==> src/rtl/mips_pkg.sv <==
// Shared P5 MIPS core definitions.
// Reset values, next-PC select encoding and redirect opcodes.
package mips_pkg;

  localparam logic [31:0] RESET_PC = 32'h0000_3000;
  localparam logic [31:0] NOP_WORD = 32'h0000_0000;

  typedef enum logic [1:0] {
    NPC_PC4 = 2'd0,
    NPC_BR  = 2'd1,
    NPC_J   = 2'd2,
    NPC_JR  = 2'd3
  } npc_sel_e;

  localparam logic [5:0] OP_SPECIAL = 6'h00;
  localparam logic [5:0] OP_J       = 6'h02;
  localparam logic [5:0] OP_JAL     = 6'h03;
  localparam logic [5:0] OP_BEQ     = 6'h04;
  localparam logic [5:0] FN_JR      = 6'h08;

  typedef struct packed {
    logic [31:0] instr;
    logic [31:0] pc;
    logic [31:0] pc8;
    logic        valid;
  } if_id_t;

endpackage

==> src/rtl/fetch_stage_if.sv <==
// Instruction memory fetch bus.
// Address out from fetch, combinational read data back.
interface fetch_stage_if;
  logic [31:0] imem_addr;
  logic [31:0] imem_rdata;

  modport master (
    output imem_addr,
    input  imem_rdata
  );

  modport slave (
    input  imem_addr,
    output imem_rdata
  );
endinterface

==> src/rtl/npc_calc.sv <==
// Next-PC datapath for the fetch stage.
// Redirect targets are derived from the D-stage instruction.
module npc_calc
  import mips_pkg::*;
(
  input  logic [31:0] pc,
  input  logic [31:0] pc_d,
  input  logic [31:0] instr_d,
  input  logic [31:0] rs_val_d,
  input  npc_sel_e    sel,
  output logic [31:0] npc
);

  logic [31:0] br_off;
  logic        unused_opcode;

  assign br_off = {{14{instr_d[15]}}, instr_d[15:0], 2'b00};
  assign unused_opcode = ^instr_d[31:26];

  // Select the next fetch address; all sums wrap mod 2^32.
  always_comb begin
    npc = pc + 32'd4;
    unique case (sel)
      NPC_PC4: npc = pc + 32'd4;
      NPC_BR:  npc = pc_d + 32'd4 + br_off;
      NPC_J:   npc = {pc_d[31:28], instr_d[25:0], 2'b00};
      NPC_JR:  npc = rs_val_d;
    endcase
  end

endmodule

==> src/rtl/fetch_stage.sv <==
// IF stage and IF/ID register of the P5 MIPS core.
// The delay-slot word is always latched; there is no flush.
module fetch_stage #(
  parameter logic [31:0] RESET_PC = mips_pkg::RESET_PC,
  parameter logic [31:0] NOP_WORD = mips_pkg::NOP_WORD
) (
  input  logic               clk,
  input  logic               reset_n,
  input  logic               stall,
  input  logic               take_branch_D,
  input  logic               jump_D,
  input  logic               jr_D,
  input  logic [31:0]        rs_val_D,
  fetch_stage_if.master      imem,
  output logic [31:0]        instr_D,
  output logic [31:0]        pc_D,
  output logic [31:0]        pc8_D,
  output logic               valid_D
);

  import mips_pkg::*;

  logic [31:0] pc;
  logic [31:0] npc;
  npc_sel_e    sel;
  if_id_t      id_q;

  assign imem.imem_addr = pc;
  assign instr_D = id_q.instr;
  assign pc_D    = id_q.pc;
  assign pc8_D   = id_q.pc8;
  assign valid_D = id_q.valid;

  // Fixed-priority redirect select: jr, jump, branch, sequential.
  always_comb begin
    sel = NPC_PC4;
    priority case (1'b1)
      jr_D:          sel = NPC_JR;
      jump_D:        sel = NPC_J;
      take_branch_D: sel = NPC_BR;
      default:       sel = NPC_PC4;
    endcase
  end

  npc_calc u_npc (
    .pc       (pc),
    .pc_d     (id_q.pc),
    .instr_d  (id_q.instr),
    .rs_val_d (rs_val_D),
    .sel      (sel),
    .npc      (npc)
  );

  // PC and IF/ID register; stall freezes both.
  always_ff @(posedge clk or negedge reset_n) begin
    if (!reset_n) begin
      pc         <= RESET_PC;
      id_q.instr <= NOP_WORD;
      id_q.pc    <= 32'd0;
      id_q.pc8   <= 32'd8;
      id_q.valid <= 1'b0;
    end else if (!stall) begin
      pc         <= npc;
      id_q.instr <= imem.imem_rdata;
      id_q.pc    <= pc;
      id_q.pc8   <= pc + 32'd8;
      id_q.valid <= 1'b1;
    end
  end

endmodule

==> src/flat_wrapper.sv <==
// flat-port wrapper written by rule: the top's interface ports become plain ports
module fetch_stage_flat import mips_pkg::*;
#(
  parameter logic [31:0] RESET_PC = mips_pkg::RESET_PC,
  parameter logic [31:0] NOP_WORD = mips_pkg::NOP_WORD
)
  (clk, reset_n, stall, take_branch_D, jump_D, jr_D, rs_val_D, instr_D, pc_D, pc8_D, valid_D, imem_imem_addr, imem_imem_rdata);
  fetch_stage_if imem_i ();
  input  logic clk;
  input  logic reset_n;
  input  logic stall;
  input  logic take_branch_D;
  input  logic jump_D;
  input  logic jr_D;
  input  logic [31:0] rs_val_D;
  output logic [31:0] instr_D;
  output logic [31:0] pc_D;
  output logic [31:0] pc8_D;
  output logic valid_D;
  output wire logic [$bits(imem_i.imem_addr)-1:0] imem_imem_addr;
  input wire logic [$bits(imem_i.imem_rdata)-1:0] imem_imem_rdata;
  assign imem_imem_addr = imem_i.imem_addr;
  assign imem_i.imem_rdata = imem_imem_rdata;
  fetch_stage #(.RESET_PC(RESET_PC), .NOP_WORD(NOP_WORD)) u_core (.clk(clk), .reset_n(reset_n), .stall(stall), .take_branch_D(take_branch_D), .jump_D(jump_D), .jr_D(jr_D), .rs_val_D(rs_val_D), .imem(imem_i), .instr_D(instr_D), .pc_D(pc_D), .pc8_D(pc8_D), .valid_D(valid_D));
endmodule
==> config.mk <==
export PLATFORM = sky130hd
export DESIGN_NAME = fetch_stage_flat
export DESIGN_NICKNAME = d
export VERILOG_FILES = /design/src/rtl/mips_pkg.sv /design/src/rtl/fetch_stage_if.sv /design/src/rtl/npc_calc.sv /design/src/rtl/fetch_stage.sv /design/src/flat_wrapper.sv
export SDC_FILE = /design/constraint.sdc
export NUM_CORES = 1
export LEC_CHECK = 0
export CAP_MARGIN = 20
export CORE_MARGIN = 4
export CORE_UTILIZATION = 39
export CTS_BUF_LIST = sky130_fd_sc_hd__clkbuf_4
export DETAILED_ROUTE_END_ITERATION = 10
export PLACE_DENSITY = 0.68
export SETUP_SLACK_MARGIN = 0.05
export SLEW_MARGIN = 20
export SYNTH_ARGS = -nofsm -noshare
export SYNTH_HDL_FRONTEND = slang
export SYNTH_SLANG_ARGS = --single-unit
==> constraint.sdc <==
create_clock -name clk -period 2.71 [get_ports clk]
set_input_delay 0.4065 -clock clk [delete_from_list [all_inputs] [get_ports clk]]
set_output_delay 0.4065 -clock clk [all_outputs]
set_load 0.02 [all_outputs]
After elaboration in Yosys (flattened, before gate mapping)
Cells that the tools add are included.
{ "totals": {"wordCells": 17, "ff_bits": 129, "output_inout_bits": 129, "input_bits": 70} }
{ "op_classes": {"eq_ne": 3, "mux": 4, "reduce_logical": 1, "add_sub_neg": 4} }
{ "ops": {"columns": ["cell", "n"], "rows": [
  ["$pmux 32 s4", 1],
  ["$add 32x3->32 const B", 2],
  ["$add 32x32->32", 1],
  ["$add 32x4->32 const B", 1],
  ["$eq 2x2->1 const B", 2],
  ["$mux 2", 2],
  ["$eq 2x1->1 const B", 1],
  ["$logic_not 2->1", 1],
  ["$mux 1", 1]
]} }

Longest topological paths before layout
{ "depth": {"depth_word": 5, "depth_mapped": 13} }

Hierarchy
Synthesis repeated with hierarchy kept, for this count alone.
{ "unflattened": {"hier_cells": 832, "hier_area_um2": 8595.7} }
{ "by_module_without_submodules": {"columns": ["module", "cells_per_inst", "seq_area_each_um2", "area_each_um2", "n_inst"], "rows": [
  ["fetch_stage", 402, 3156.8, 5223.8, 1],
  ["npc_calc", 430, 0.0, 3372.0, 1]
]} }

Worst setup path before layout
Ideal clock, no wire load.
{ "synth_timing": {"path_kind": "reg-to-reg", "start": "reg u_core.id_q (netlist bit u_core.instr_D[15])", "end": "reg u_core.pc[28], in the netlist u_core.imem.imem_addr[28]", "stages_incl_launch_ff": 11, "t_required_ps": 2571, "n_path_buf": 1, "path_slack_ps": -224, "arrival_time_ps": 2795, "setup_time_ps": 139, "path_cell_list": "dfrtp_1 > ha_1 > ha_1 > clkbuf_1 > a21oi_1 > o21ai_0 > a2111oi_0 > or3_1 > and3_1 > o21ai_0 > o2111ai_1"} }
{ "synth_between": {"elab_chain_len": 2} }
{ "synth_rtl": {"columns": ["element", "line", "rtl"], "rows": [
  ["start, declared", "fetch_stage.sv:26", "if_id_t id_q;"],
  ["$add 32x32->32", "npc_calc.sv:25", "NPC_BR: npc = pc_d + 32'd4 + br_off;"],
  ["$pmux 32 s4", "npc_calc.sv:23", "unique case (sel)"],
  ["end signal, assigned", "fetch_stage.sv:63", "pc <= npc;"],
  ["end, declared", "fetch_stage.sv:23", "logic [31:0] pc;"]
]} }
No other way between the ends.
A chain may end at the register's enable or synchronous reset.

Worst setup path in the final report
{ "layout_timing": {"start": "reg u_core.id_q (netlist bit u_core.pc_D[15])", "end": "reg u_core.pc[20], in the netlist u_core.imem.imem_addr[20]"} }
{ "layout_between": {"elab_chain_len": 3} }
{ "layout_rtl": {"columns": ["element", "line"], "rows": [
  ["$add 32x3->32", "npc_calc.sv:25"],
  ["$add 32x32->32", "npc_calc.sv:25"],
  ["$pmux 32 s4", "npc_calc.sv:23"]
]} }
No other way between the ends.

==> impl_metrics.tcl <==
set metrics [dict create \
    synth_nets 1059 \
    drc 0 \
    drt-wirelength-per-cell_um 20.9 \
    viasPerCell 5.71 \
    yosysMostFrequentCell "dfrtp_1" \
    grt_pass1_wl_um 47900 \
    ir_worst_vdd_v 0.000351 \
    synth_edf_count 0 \
    grt_usage_pct 25.4 \
    critPathRequiredTime_ns 3.17 \
    arrival_ns 3.20 \
    die_w_um 155 \
    ys_async_sr_fraction_pct 100 \
    placed_cell_area_um2 11500 \
    fillers 1821 \
    critPathCaptureType "flop" \
    num-nets-final 1345 \
    clock_sinks 126 \
    yosysTopAreaCellShare_pct 36.4 \
    cts.reportedPaths.clkPinSlew_ns 0.14 \
    max_freq_ghz 0.366 \
    yosysWarnings 0 \
    ant_nets 0 \
    worst-r2r-cell-count 9 \
    report.final.hold_viol_count 0 \
    vias 8599 \
    drtIter0Drc 958 \
    cp_slowest_stage_delay_ns 0.45 \
    synth_compound_gate_area_share_pct 20.2 \
    gr-total-overflow 0 \
    rsz0062_at_grt "true" \
    max-cap-violations 0 \
    relSlewSlack_pct 53.0 \
    routed_wl_um 31500 \
    place.gp.congestion 0.942 \
    hp-class "input pin to flop" \
    cts_tree "built" \
    slowest_stage "dfrtp_2" \
    finalWorstSetupSlack_ns -0.0247 \
    whs_endpoint "u_core.pc8_D[25]$_DFFE_PN0N_" \
    fin_crit_ns 2.73 \
    post-route-util_pct 59.5 \
    yosysSeqAreaShare_pct 37.3 \
    synth_commonest_cells "dfrtp_1 (123), nand2_1 (81), o21ai_0 (80)" \
    area_delta_synth_final_pct 48.9 \
    grt_max_degree 69 \
    syn_area_um2 8450 \
    coreArea_um2 21200 \
    muxShareOfSynthArea_pct 8.13 \
    dpl.hpwl_um 23900 \
    netlist_top_cells_area "dfrtp_1 (36%), ha_1 (8.7%), mux2_2 (8.1%)" \
    synthFlopType "dfrtp_1" \
    synthAdderAreaFrac_pct 8.97 \
    tightest_slew_ns 0.702 \
    worstSetupPathType "flop to flop" \
    ys_seq_elements 126 \
    synth_top_family_by_area "compound AO/OA/AOI/OAI gates" \
    syn_inst 929 \
    synth-simple-area-share_pct 16.1 \
    slew_viol_final 0 \
    antenna_found_initial 2 \
    r2r_start "u_core.pc_D[15]$_DFFE_PN0N_" \
    rows 53 \
    cts_root_buf "clkbuf_4" \
    fin_setup_tns_ns -0.0247 \
    crit_chain "ha_4 > ha_4 > a2111o_1 > a221oi_4 > nor3_2 > or3b_4 > xor2_1 > a221oi_1 > nor2_1" \
    first_global_vias 8251 \
    htree_num_levels 4 \
    start_util_pct 40.0 \
    p_leak_uw 0.00505 \
    yosysTopAreaCell "dfrtp_1" \
    post_synth.cell_area_avg_um2 9.10 \
    ios 199 \
    dp_slack_ns -0.114 \
    setup_viol 1 \
    die_area_um2 24100 \
    holdPathStages 3 \
    drt_pass1_iterations 6 \
    clockBufferDepth 2 \
    skew_ns 0.0218 \
    start_kind "flop" \
    dieHeight_um 155 \
    status "complete, but fails checks" \
    clkLatencyLatePin_ns 0.57 \
    cts_buffers 17 \
    cp_common_cell "ha_4" \
    violations "negative setup slack" \
    port_buffers 198 \
    power.density_nw_per_um2 771 \
    fin_area_um2 12600 \
    r2r-end "u_core.imem.imem_addr[20]$_DFFE_PN0N_" \
    min_from "stall" \
    r2r_slack_ns -0.02 \
    timing.final.crit_share_pct 101 \
    whs_ns 0.218 \
    crit_fanout 2 \
    synth.distinct_cells 69 \
    synth_xor_area_share_pct 4.87 \
    drive_gt1_share_pct 27.9 \
]
## kinds of logic after synthesis
kind of cell | count (synthesis)
AOI/OAI and AO/OA | 268
xor gates and xnor gates | 47
adders and majority gates | 60
buffers and inverters | 93
DFF | 126
muxes | 61
and+or+nand+nor | 274
## through the flow
step	instances	total power (µW)
finish	1505	9700
global route	1505	10200
CTS	1497	9200
detailed placement	1456	7320
global placement	1456	7290
floorplan	929	5180
## where the power goes
part	switching (µW)	internal, µW
Combinational	2840	2650
Clock	838	744
Sequential	402	2230
Total	4080	5630
## layout make-up
cell class	count	area [µm²]	share of cell area, %
Clock buffer	17	128	1.01
Clock inverter	15	210	1.67
Inverter	25	93.8	0.746
Tap cell	275	344	2.73
Antenna cell	2	5.00	0.0398
Sequential cell	126	3170	25.2
Timing Repair Buffer	335	3050	24.3
Multi-Input combinational cell	710	5580	44.3
## per-layer routing
metal / GRT usage [%] / vias to the layer above / share of wire [%]
li1: - / 3992 / -
met1: 37.2 / 4102 / 45
met2: 38.1 / 439 / 44
met3: 4.39 / 66 / 8.0
met4: 8.13 / 0 / 2.6
met5: 0 / - / 0
## placed cells by master, fill, tap and decap left out, types with 13 or more instances in the layout
| master | instances |
|---|---|
| a21oi_1 | 61 |
| a221oi_1 | 13 |
| buf_4 | 129 |
| clkbuf_4 | 17 |
| clkdlybuf4s50_1 | 195 |
| dfrtp_1 | 113 |
| ha_1 | 30 |
| ha_4 | 25 |
| inv_1 | 24 |
| mux2_2 | 60 |
| nand2_1 | 79 |
| nand3_1 | 27 |
| nand4_1 | 18 |
| nor2_1 | 56 |
| nor3_1 | 18 |
| o21ai_0 | 72 |
| xnor2_1 | 25 |
| xor2_1 | 18 |
## flip-flops by register name, indices dropped and copies added (netlist names)
signal,flops
u_core.imem.imem_addr,32
u_core.instr_D,32
u_core.pc8_D,32
u_core.pc_D,29
u_core.valid_D,1
## worst max path at each step
stage          slack (ns)  cells after the start                           start                               endpoint
2_1_floorplan        0.04                     10  u_core.instr_D[13]$_DFFE_PN0N_  u_core.imem.imem_addr[20]$_DFFE_PN0N_
3_3_place_gp        -0.06                     11   u_core.instr_D[1]$_DFFE_PN0N_  u_core.imem.imem_addr[25]$_DFFE_PN0N_
3_5_place_dp        -0.11                     11   u_core.instr_D[1]$_DFFE_PN0N_  u_core.imem.imem_addr[25]$_DFFE_PN0N_
4_1_cts             -0.09                     12      u_core.pc_D[3]$_DFFE_PN0N_  u_core.imem.imem_addr[25]$_DFFE_PN0N_
5_1_grt             -0.11                      9  u_core.instr_D[13]$_DFFE_PN0N_  u_core.imem.imem_addr[20]$_DFFE_PN0N_
6_report            -0.02                      9     u_core.pc_D[15]$_DFFE_PN0N_  u_core.imem.imem_addr[20]$_DFFE_PN0N_
## critical path: cells and delay by family (launching register included)
kind            cells  cell delay [ns]
xor+xnor            1             0.16
compound gates      3             0.97
flops               1             0.45
fa+ha+maj           2             0.47
simple gates        3             0.58
## repair_timing
item                                    in CTS  in global routing
setup buffers                                8                  6
endpoints found under the setup margin      19                 20
resized for setup                           41                 63
hold buffers                                 1                  0
hold endpoints to repair                    54                  0
pin swaps                                   26                 38
No activity file was read; power rests on OpenSTA's default activity.
